<file path="config.mk">
export PLATFORM = sky130hd
export DESIGN_NAME = pwm_capture
export DESIGN_NICKNAME = d
export VERILOG_FILES = /design/src/rtl/pwm_capture.sv
export SDC_FILE = /design/constraint.sdc
export NUM_CORES = 1
export LEC_CHECK = 0
export BUFFER_PORTS_ARGS = -buffer_cell sky130_fd_sc_hd__buf_2
export CAP_MARGIN = 20
export CORE_MARGIN = 2
export CORE_UTILIZATION = 45
export CTS_BUF_LIST = sky130_fd_sc_hd__clkbuf_16
export DETAILED_ROUTE_END_ITERATION = 8
export GPL_ROUTABILITY_DRIVEN = 0
export PLACE_DENSITY = 0.72
export SYNTH_ARGS = -nofsm -noshare
export SYNTH_HDL_FRONTEND = slang
export SYNTH_SLANG_ARGS = --single-unit
</file>
<file path="constraint.sdc">
create_clock -name clkforcounter -period 2.8 [get_ports clkforcounter]
set_input_delay 0.28 -clock clkforcounter [delete_from_list [all_inputs] [get_ports clkforcounter]]
set_output_delay 0.28 -clock clkforcounter [all_outputs]
set_load 0.03 [all_outputs]
</file>
<file path="src/rtl/pwm_capture.sv">
// Per-channel PWM high-time capture over one hsync-opened window, results drained one channel per accept.
// Capture lasts WINDOW cycles; the drain holds each result stable until accepted; hsync edges outside IDLE only set overrun.
module pwm_capture #(
  parameter int STAGE  = 8,
  parameter int DWIDTH = 8,
  parameter int WINDOW = 255,
  localparam int IW = (STAGE > 1) ? $clog2(STAGE) : 1
) (
  input  logic              clkforcounter,
  input  logic              rst,
  input  logic              hsync,
  input  logic [0:STAGE-1]  pwm_in,
  output logic              out_valid,
  input  logic              out_ready,
  output logic [DWIDTH-1:0] out_data,
  output logic [IW-1:0]     out_idx,
  output logic              out_err,
  output logic              busy,
  output logic              done,
  output logic              overrun
);

  localparam int WW = (WINDOW > 1) ? $clog2(WINDOW) : 1;
  localparam logic [1:0] S_IDLE    = 2'd0;
  localparam logic [1:0] S_CAPTURE = 2'd1;
  localparam logic [1:0] S_DRAIN   = 2'd2;
  localparam logic [DWIDTH-1:0] CNT_MAX  = '1;
  localparam logic [WW-1:0]     WIN_LAST = WW'(WINDOW - 1);
  localparam logic [IW-1:0]     IDX_LAST = IW'(STAGE - 1);

  logic [1:0]        state_q, state_d;
  logic              hs_q;
  logic [WW-1:0]     win_q, win_d;
  logic [IW-1:0]     idx_q, idx_d;
  logic              vld_q, vld_d;
  logic              done_q, done_d;
  logic              ovr_q, ovr_d;
  logic [DWIDTH-1:0] cnt_q [STAGE];
  logic [DWIDTH-1:0] cnt_d [STAGE];
  logic [STAGE-1:0]  err_q, err_d;
  logic [STAGE-1:0]  seen_q, seen_d;
  logic [STAGE-1:0]  prev_q, prev_d;
  logic              hs_edge;

  assign hs_edge = hsync & ~hs_q;

  always_comb begin
    state_d = state_q;
    win_d   = win_q;
    idx_d   = idx_q;
    vld_d   = vld_q;
    done_d  = 1'b0;
    ovr_d   = ovr_q;
    cnt_d   = cnt_q;
    err_d   = err_q;
    seen_d  = seen_q;
    prev_d  = prev_q;
    case (state_q)
      S_IDLE: begin
        if (hs_edge) begin
          state_d = S_CAPTURE;
          win_d   = '0;
          ovr_d   = 1'b0;
          err_d   = '0;
          seen_d  = '0;
          prev_d  = '0;
          for (int i = 0; i < STAGE; i++) cnt_d[i] = '0;
        end
      end
      S_CAPTURE: begin
        if (hs_edge) ovr_d = 1'b1;
        // A rise on a channel that has already been high in this window is a second pulse.
        for (int i = 0; i < STAGE; i++) begin
          if (pwm_in[i]) begin
            if (cnt_q[i] != CNT_MAX) cnt_d[i] = cnt_q[i] + 1'b1;
            if (!prev_q[i] && seen_q[i]) err_d[i] = 1'b1;
            seen_d[i] = 1'b1;
          end
          prev_d[i] = pwm_in[i];
        end
        win_d = win_q + 1'b1;
        if (win_q == WIN_LAST) begin
          state_d = S_DRAIN;
          vld_d   = 1'b1;
          idx_d   = '0;
        end
      end
      S_DRAIN: begin
        if (hs_edge) ovr_d = 1'b1;
        if (out_ready) begin
          if (idx_q == IDX_LAST) begin
            state_d = S_IDLE;
            vld_d   = 1'b0;
            idx_d   = '0;
            done_d  = 1'b1;
          end else begin
            idx_d = idx_q + 1'b1;
          end
        end
      end
      default: state_d = S_IDLE;
    endcase
  end

  always_ff @(posedge clkforcounter) begin
    if (!rst) begin
      state_q <= S_IDLE;
      hs_q    <= 1'b0;
      win_q   <= '0;
      idx_q   <= '0;
      vld_q   <= 1'b0;
      done_q  <= 1'b0;
      ovr_q   <= 1'b0;
      err_q   <= '0;
      seen_q  <= '0;
      prev_q  <= '0;
      for (int i = 0; i < STAGE; i++) cnt_q[i] <= '0;
    end else begin
      state_q <= state_d;
      hs_q    <= hsync;
      win_q   <= win_d;
      idx_q   <= idx_d;
      vld_q   <= vld_d;
      done_q  <= done_d;
      ovr_q   <= ovr_d;
      err_q   <= err_d;
      seen_q  <= seen_d;
      prev_q  <= prev_d;
      for (int i = 0; i < STAGE; i++) cnt_q[i] <= cnt_d[i];
    end
  end

  assign out_valid = vld_q;
  assign out_idx   = idx_q;
  assign out_data  = vld_q ? cnt_q[idx_q] : '0;
  assign out_err   = vld_q ? err_q[idx_q] : 1'b0;
  assign busy      = (state_q != S_IDLE);
  assign done      = done_q;
  assign overrun   = ovr_q;

endmodule
</file>
Yosys cells after proc, flatten, opt, wreduce, memory -nomap -nowiden. Cells that the tools add are included. Widths: inputs -> output; s select.

Order comparisons: 2. Bitwise gates (word level): 3. Muxes and demuxes: 71. Add/subtract/negate cells: 10. Reduce and logical (&&, ||, !) cells: 52. Equality and inequality tests: 41.

Operators with widths (number): $mux 8 (20); $pmux 64 s2 (1); $add 8x1->8 const B (9); $reduce_and 4->1 (18); $mux 64 (1); $ne 8x8->1 const B (8); $pmux 8 s2 (4); $ne 2x2->1 const B (28); $reduce_and 3->1 (11); $mux 1 (32); $bmux 8 s3 (1); $mux 3 (3); $eq 8x8->1 const B (1); $logic_and 1x1->1 (8); $logic_not 1->1 (8); $mux 2 (4); $reduce_bool 2->1 (4); $pmux 2 s3 (1); $pmux 3 s2 (1); $ge 4x4->1 const B (1); $lt 3x4->1 const B (1); $not 3->4 (1); $pmux 1 s2 (2); $add 3x1->3 const B (1); other kinds (10) (10).

Register bits: 105. Output and inout bits: 16.

Longest topological paths before layout. Gate-level depths: netlist of run 1.

Depth in word-level cells: 5. Depth in mapped cells: 9. Mapped depth without buffers: 6.

Least setup slack after synthesis of run 1. No wires, ideal clock.

Path kind: reg-to-output. Start: register idx_q[1], in the netlist out_idx[1]. End: output port out_data[6]. Stages on the path, launching flop included: 6. Slack: 794 ps. Arrival time: 1726 ps. Data required time: 2520 ps. Path buffers: 2. Path through: dfxtp_1 buf_2 buf_2 mux4_2 mux2i_1 nor2b_1.

Cells in the longest elaborated chain, start to end: 5.

RTL lines: start: declaration (RTL line 34) `logic [IW-1:0] idx_q, idx_d;`; start signal: assignment (RTL line 122) `idx_q <= idx_d;`; $not 3->4 (implied by the code) (RTL line 135) `assign out_data = vld_q ? cnt_q[idx_q] : '0;`; $bmux 8 s3 (RTL line 135); $mux 8 (implied by the code) (2 in series) (RTL line 135); $mux 8 (RTL line 135); end: declaration (RTL line 15) `output logic [DWIDTH-1:0] out_data,`.

Every way passes these cells. The select of a mux whose other input is x is not followed.

Worst setup path in the final report of run 1.
Start: register idx_q[0], in the netlist out_idx[0]. End: output port out_data[1].

The elaborated chain is that of the path after synthesis.

==> results of run 1 <==
## layer usage
layer | part of all wire (%) | global-route usage [%] | up-vias
li1 | - | - | 2603
met1 | 42 | 33.9 | 2754
met2 | 47 | 39.7 | 250
met3 | 8.2 | 6.47 | 40
met4 | 3.1 | 9.97 | 0
met5 | 0 | 0 | -
## cell type report
type | instances | share of cell area, %
Tap cell | 176 | 3.39
Multi-Input combinational cell | 497 | 55.2
Clock inverter | 6 | 0.462
Timing Repair Buffer | 46 | 4.27
Sequential cell | 105 | 32.3
Clock buffer | 9 | 3.46
Inverter | 16 | 0.924
## sequential cells by signal, summed over array words and instances, names as in the netlist, 2 cells and up
name,count
win_q,8
err_q,8
cnt_q,64
out_idx,3
prev_q,8
seen_q,8
state_q,2
## worst paths after layout
kind                                              start                endpoint  cells after the start
worst max-delay path            out_idx[0]$_SDFFE_PN0P_             out_data[1]                      5
worst min-delay path                              hsync         hs_q$_SDFF_PN0_                      2
worst max register to register  state_q[0]$_SDFFE_PN0P_  cnt_q[63]$_SDFFE_PN0P_                      7
worst min register to register   seen_q[1]$_SDFFE_PN0P_  seen_q[1]$_SDFFE_PN0P_                      2
## cell families after synthesis
family | after synthesis
buffers and inverters | 61
flip-flops | 105
adder cells (fa/ha/maj) | 16
AND/OR/NAND/NOR | 235
AO/OA/AOI/OAI | 206
multiplexers | 34
XOR/XNOR | 6
## power breakdown
group	total, uW	switching [uW]	internal, uW
registers	1630	67.3	1570
clock network	1150	563	586
logic	1350	913	442
total	4140	1540	2590
## critical path, delay by kind of cell, from the launching register on
family	cells	cell delay [ps]
AND/OR/NAND/NOR	1	80
multiplexers	2	790
flip-flops	1	400
buffers and inverters	2	560
## through the flow
| step | cells | instance area [sq um] | total power (uW) |
|---|---|---|---|
| floorplan | 663 | 5960 | 2610 |
| global placement | 840 | 6250 | 2950 |
| detailed placement | 840 | 6250 | 2990 |
| CTS | 855 | 6500 | 4120 |
| global route | 855 | 6500 | 4320 |
| finish | 855 | 6500 | 4140 |
## cell usage in the layout (no fill, tap or decap), drive strengths merged, types with 13 or more instances in the layout
cell type and instances:
a211oi 14, a21oi 32, a31oi 15, and3 16, buf 46, dfxtp 105, ha 16, inv 18
mux2i 14, mux4 18, nand2 58, nand3 29, nand4 19, nor2 34, nor2b 17, nor3 13
o21ai 34, o22ai 15
==> results.md, run 1 <==
* Outcome: finished clean
* DR pass1 iterations at 5
* Main synth FF type: dfxtp_1
* WP data required at 2520 ps
* Distinct cells, synth at 71
* Synth Area in Adders at 3.36%
* Port bufs at 27
* Setup-failing EPs final at 0
* Delay of the slowest critical-path stage at ~590 ps
* Worst Tran Pin Value at 720 ps
* DRC Markers at 0
* Cell Area, Synth at 5960 sq um
* Power per Cell Area at 636 nW/um^2
* Synthesized instance count at 663
* PostCTS Resize Cnt at 0
* Post-CTS setup buffer count at 0
* Vias in the first global route at 5426
* Worst slack, placed at 440 ps
* Register area share after synthesis at 35.2%
* Worst path slowest cell: mux4_2
* Top cells by count, synth: dfxtp_1, nand2_1, nor2_1
* Detailed Place HPWL at 12.5 mm
* Sequential cell area at around 2100 sq um
* Ys async rst share at 0%
* H-tree depth at 3
* Post-synth EDFFs at 0
* Initial DRC Count at between 600 and 700
* Most frequent cell after synthesis: dfxtp_1
* ANT nets after route at 0
* CTS buffer count at 9
* Peak VDD IR at ~0.00044 V
* Area delta synth->final at 9.02%
* Max Clk Rate at 401 MHz
* Chip height at ~120 microns
* Syn Nets at 691
* Core Region at 13100 sq um
* Avg Inst Size Synth at between 8 and 9 sq um
* Post-synthesis compound-gate area fraction at about a quarter
* Hold Slack at about 200 ps
* Worst min path class: in2reg
* First-pass GRT wire length at 28.6 mm
* Hold Vio Cnt, Final at 0
* Antenna fix cells at 0
* Worst reg2reg setup slack at 400 ps
* Synthesized flop and latch total at 105
* Area of the multi-input gates at 3590 sq um
* Number of synthesis warnings at 0
* Final period util at 89.0%
* Layout net count at 703
* Final wirelength at 17.5 mm
* Largest net degree at the start of global routing at 31
* Clock latency on the worst-skew pair at around 370 ps
* Top-area cell type share of the netlist area at between 30% and 40%
* Max_slew headroom at ~52%
* Leading area contributor after synthesis: dfxtp_1
* Share of cells above drive strength 1 at 13.3%
* Crit-path cells: buf_4 -> mux4_2 -> mux2i_1 -> nor2b_1 -> buf_2
* Simple-Gate Fraction of Synth Area at between 20% and 30%
* Largest family of logic cells by synthesized area: compound AO/OA/AOI/OAI gates
* Total GRT Usage at 25.5%
* Crit path time final at 2490 ps
* Final Max Slew Viols at 0
* Static Leak at 0.00232 uW
* Setup CP Type: reg2out
* Mux share of post-synthesis cell area at 9.52%
* Crit end category: output port
* Rows at 42
* Setup Skew at 13.0 ps
* Final design utilization at 49.7%
* Initial Util at about 46%
* Filler Cells Inserted at 1211
* Vias at about 5600
* Maxcap violations at 0
* Worst-path maximum fanout at 18
* TNS Setup at 0 ps
* Die X at 119 microns
* RSZ-0062 raised after global routing: no
* Post-DR vias/cell at approximately 6.6
* Area contributors post-synth: dfxtp_1, mux4_2, nand2_1
* Die area at 14200 sq um
* Startpoint class of the critical path: register
* Max clock buf depth at 2
* Post-synthesis xor/xnor area fraction at less than 1%
* Clock Pin Slew Worst Setup and Hold Paths at 60 ps
* # hold bufs at CTS at 0
* Grt ovf at 0
* Final worst slack at 308 ps
* # IOs at 28
* CTS tree: yes
* CTS sink count at 105
* Clock Tree Root: clkbuf_16
* Critical Path AT at 2210 ps
* Initial antenna violation count at 1
* Avg WL per Cell at 20.5 microns
Power figures use the tool's default switching activity.
==> run 2: changes to the inputs <==
Settings changed: CTS_BUF_LIST sky130_fd_sc_hd__clkbuf_16 to sky130_fd_sc_hd__clkbuf_8.
==> run 2 against run 1 <==
Combinational power about the same; final cell count unchanged; hold slack got worse by 30 ps; largest cell class unchanged; power decreased by 7.0%; critical endpoint unchanged.
==> results.md, run 2 (synthesis results as in run 1) <==
* Non-Filler Instances at 855 (unchanged)
* Critical Path AT at 2230 ps (was 2210 ps)
* Top reg by flops: cnt_q (unchanged)
* Largest net degree at the start of global routing at 31 (unchanged)
* Total GRT Usage at 25.2% (was 25.5%)
* Clock Tree Root: clkbuf_8 (was clkbuf_16)
* ANT nets after route at 0 (unchanged)
* Maxcap violations at 0 (unchanged)
* Detailed Place HPWL at 12.5 mm (unchanged)
* Hold Slack at 170 ps (was 199 ps)
* Final period util at 89.7% (was 89.0%)
* Commonest non-fill, non-tap cells in the layout: dfxtp_1, nand2_1, nor2_1, o21ai_0 (unchanged)
* Setup CP Type: reg2out (unchanged)
* Worst min path class: in2reg (unchanged)
* WP data required at 2520 ps (about the same)
* Buf+Inv Stages, Crit Path at 2 (unchanged)
* Initial antenna violation count at 1 (unchanged)
* Setup-failing EPs final at 0 (unchanged)
* Clock latency on the worst-skew pair at 390 ps (was 370 ps)
* Avg WL per Cell at 20.4 microns (was 20.5 microns)
* RSZ-0062 raised after global routing: no (unchanged)
* Setup Skew at 13.5 ps (was 13.0 ps)
* Worst Tran Pin Value at 705 ps (was 720 ps)
* Hold_sp: hsync (unchanged)
* Outcome: finished clean (unchanged)
* Initial Util at 45.6% (unchanged)
* Delay of the slowest critical-path stage at 590 ps (about the same)
* Post-DR vias/cell at 6.63 (was 6.60)
* Worst-path maximum fanout at 18 (unchanged)
* Startpoint class of the critical path: register (unchanged)
* Die area at 14200 sq um (unchanged)
* Crit path time final at 2510 ps (was 2490 ps)
* Clock Pin Slew Worst Setup and Hold Paths at 90 ps (was 60 ps)
* Final worst slack at 287 ps (was 308 ps)
* Vias at 5672 (was 5647)
* Peak VDD IR at 0.000336 V (was 0.000442 V)
* Post-CTS setup buffer count at 0 (unchanged)
* Final wirelength at 17.5 mm (about the same)
* Share of cells above drive strength 1 at 13.4% (was 13.3%)
* Grt ovf at 0 (unchanged)
* Layout net count at 703 (unchanged)
* # hold bufs at CTS at 0 (unchanged)
* Vias in the first global route at 5406 (was 5426)
* Max FFs per register at 64 (unchanged)
* Max_slew headroom at 52.9% (was 51.8%)
* Final Max Slew Viols at 0 (unchanged)
* Most common cell after layout, fill and taps aside: dfxtp_1 (unchanged)
* Crit-path cells: buf_4 -> mux4_2 -> mux2i_1 -> nor2b_1 -> buf_2 (unchanged)
* CTS tree: yes (unchanged)
* CTS sink count at 105 (unchanged)
* Critical R2R Launch: state_q[0]$_SDFFE_PN0P_ (unchanged)
* Worst path slowest cell: mux4_2 (unchanged)
* Chip height at 119 microns (unchanged)
* Max clock buf depth at 2 (unchanged)
* Start point of the critical path: out_idx[0]$_SDFFE_PN0P_ (unchanged)
* Worst slack, placed at 440 ps (unchanged)
* Top cell family by delay on the critical path: multiplexers (unchanged)
* Power per Cell Area at 600 nW/um^2 (was 636 nW/um^2)
* DR pass1 iterations at 5 (unchanged)
* CTS buffer count at 9 (unchanged)
* # IOs at 28 (unchanged)
* First-pass GRT wire length at 28.4 mm (was 28.6 mm)
* Rows at 42 (unchanged)
* Antenna fix cells at 0 (unchanged)
* Static Leak at 0.00228 uW (was 0.00232 uW)
* Initial DRC Count at 556 (was 604)
* Port bufs at 27 (unchanged)
* Placed cell count at 840 (unchanged)
* H-tree depth at 3 (unchanged)
* DRC Markers at 0 (unchanged)
* TNS Setup at 0 ps (unchanged)
* Core Region at 13100 sq um (unchanged)
* Crit end category: output port (unchanged)
* Max Clk Rate at 398 MHz (was 401 MHz)
* Total Power at 3850 uW (was 4140 uW)
* Die X at 119 microns (unchanged)
* PostCTS Resize Cnt at 0 (unchanged)
* Area delta synth->final at 7.49% (was 9.02%)
* Hold Vio Cnt, Final at 0 (unchanged)
[run 2: cell types whose count changed in the layout (fill, tap and decap cells not counted), sizes merged]
cell / before / now
clkbuf: 9 / 10
clkinv: 2 / 1
[run 2: area by class of cell]
type / instances / area, sq um
Clock inverter: 5 / 26.3
Sequential cell: 105 / 2100
Fill cell: 1227 / 6670
Timing Repair Buffer: 46 / 278
Tap cell: 176 / 220
Clock buffer: 10 / 138
Inverter: 16 / 60.1
Multi-Input combinational cell: 497 / 3590
[run 2: metrics by stage]
stage,utilization [%],cell area (sq um)
final,49.0,6410
after CTS,49.0,6410
after detailed placement,47.7,6250
after global routing,49.0,6410
after floorplan,-,5960
after global placement,47.7,6250
[run 2: path summary, 6_finish.rpt]
kind	slack (ps)	endpoint	cells after the start
worst min register to register	440	seen_q[1]$_SDFFE_PN0P_	2
worst min-delay path	170	hs_q$_SDFF_PN0_	2
worst max register to register	350	cnt_q[63]$_SDFFE_PN0P_	7
worst max-delay path	290	out_data[1]	5
[run 2: layer usage]
layer	GRT usage, %	routed length, microns
met5	0	0
met4	9.30	484
met3	5.99	1500
met2	39.3	8030
met1	33.9	7470
[run 2: report_power, final]
part	total (uW)	internal, uW	switching [uW]
Clock	852	334	519
Combinational	1360	442	919
Sequential	1630	1570	67.2
Total	3850	2340	1500
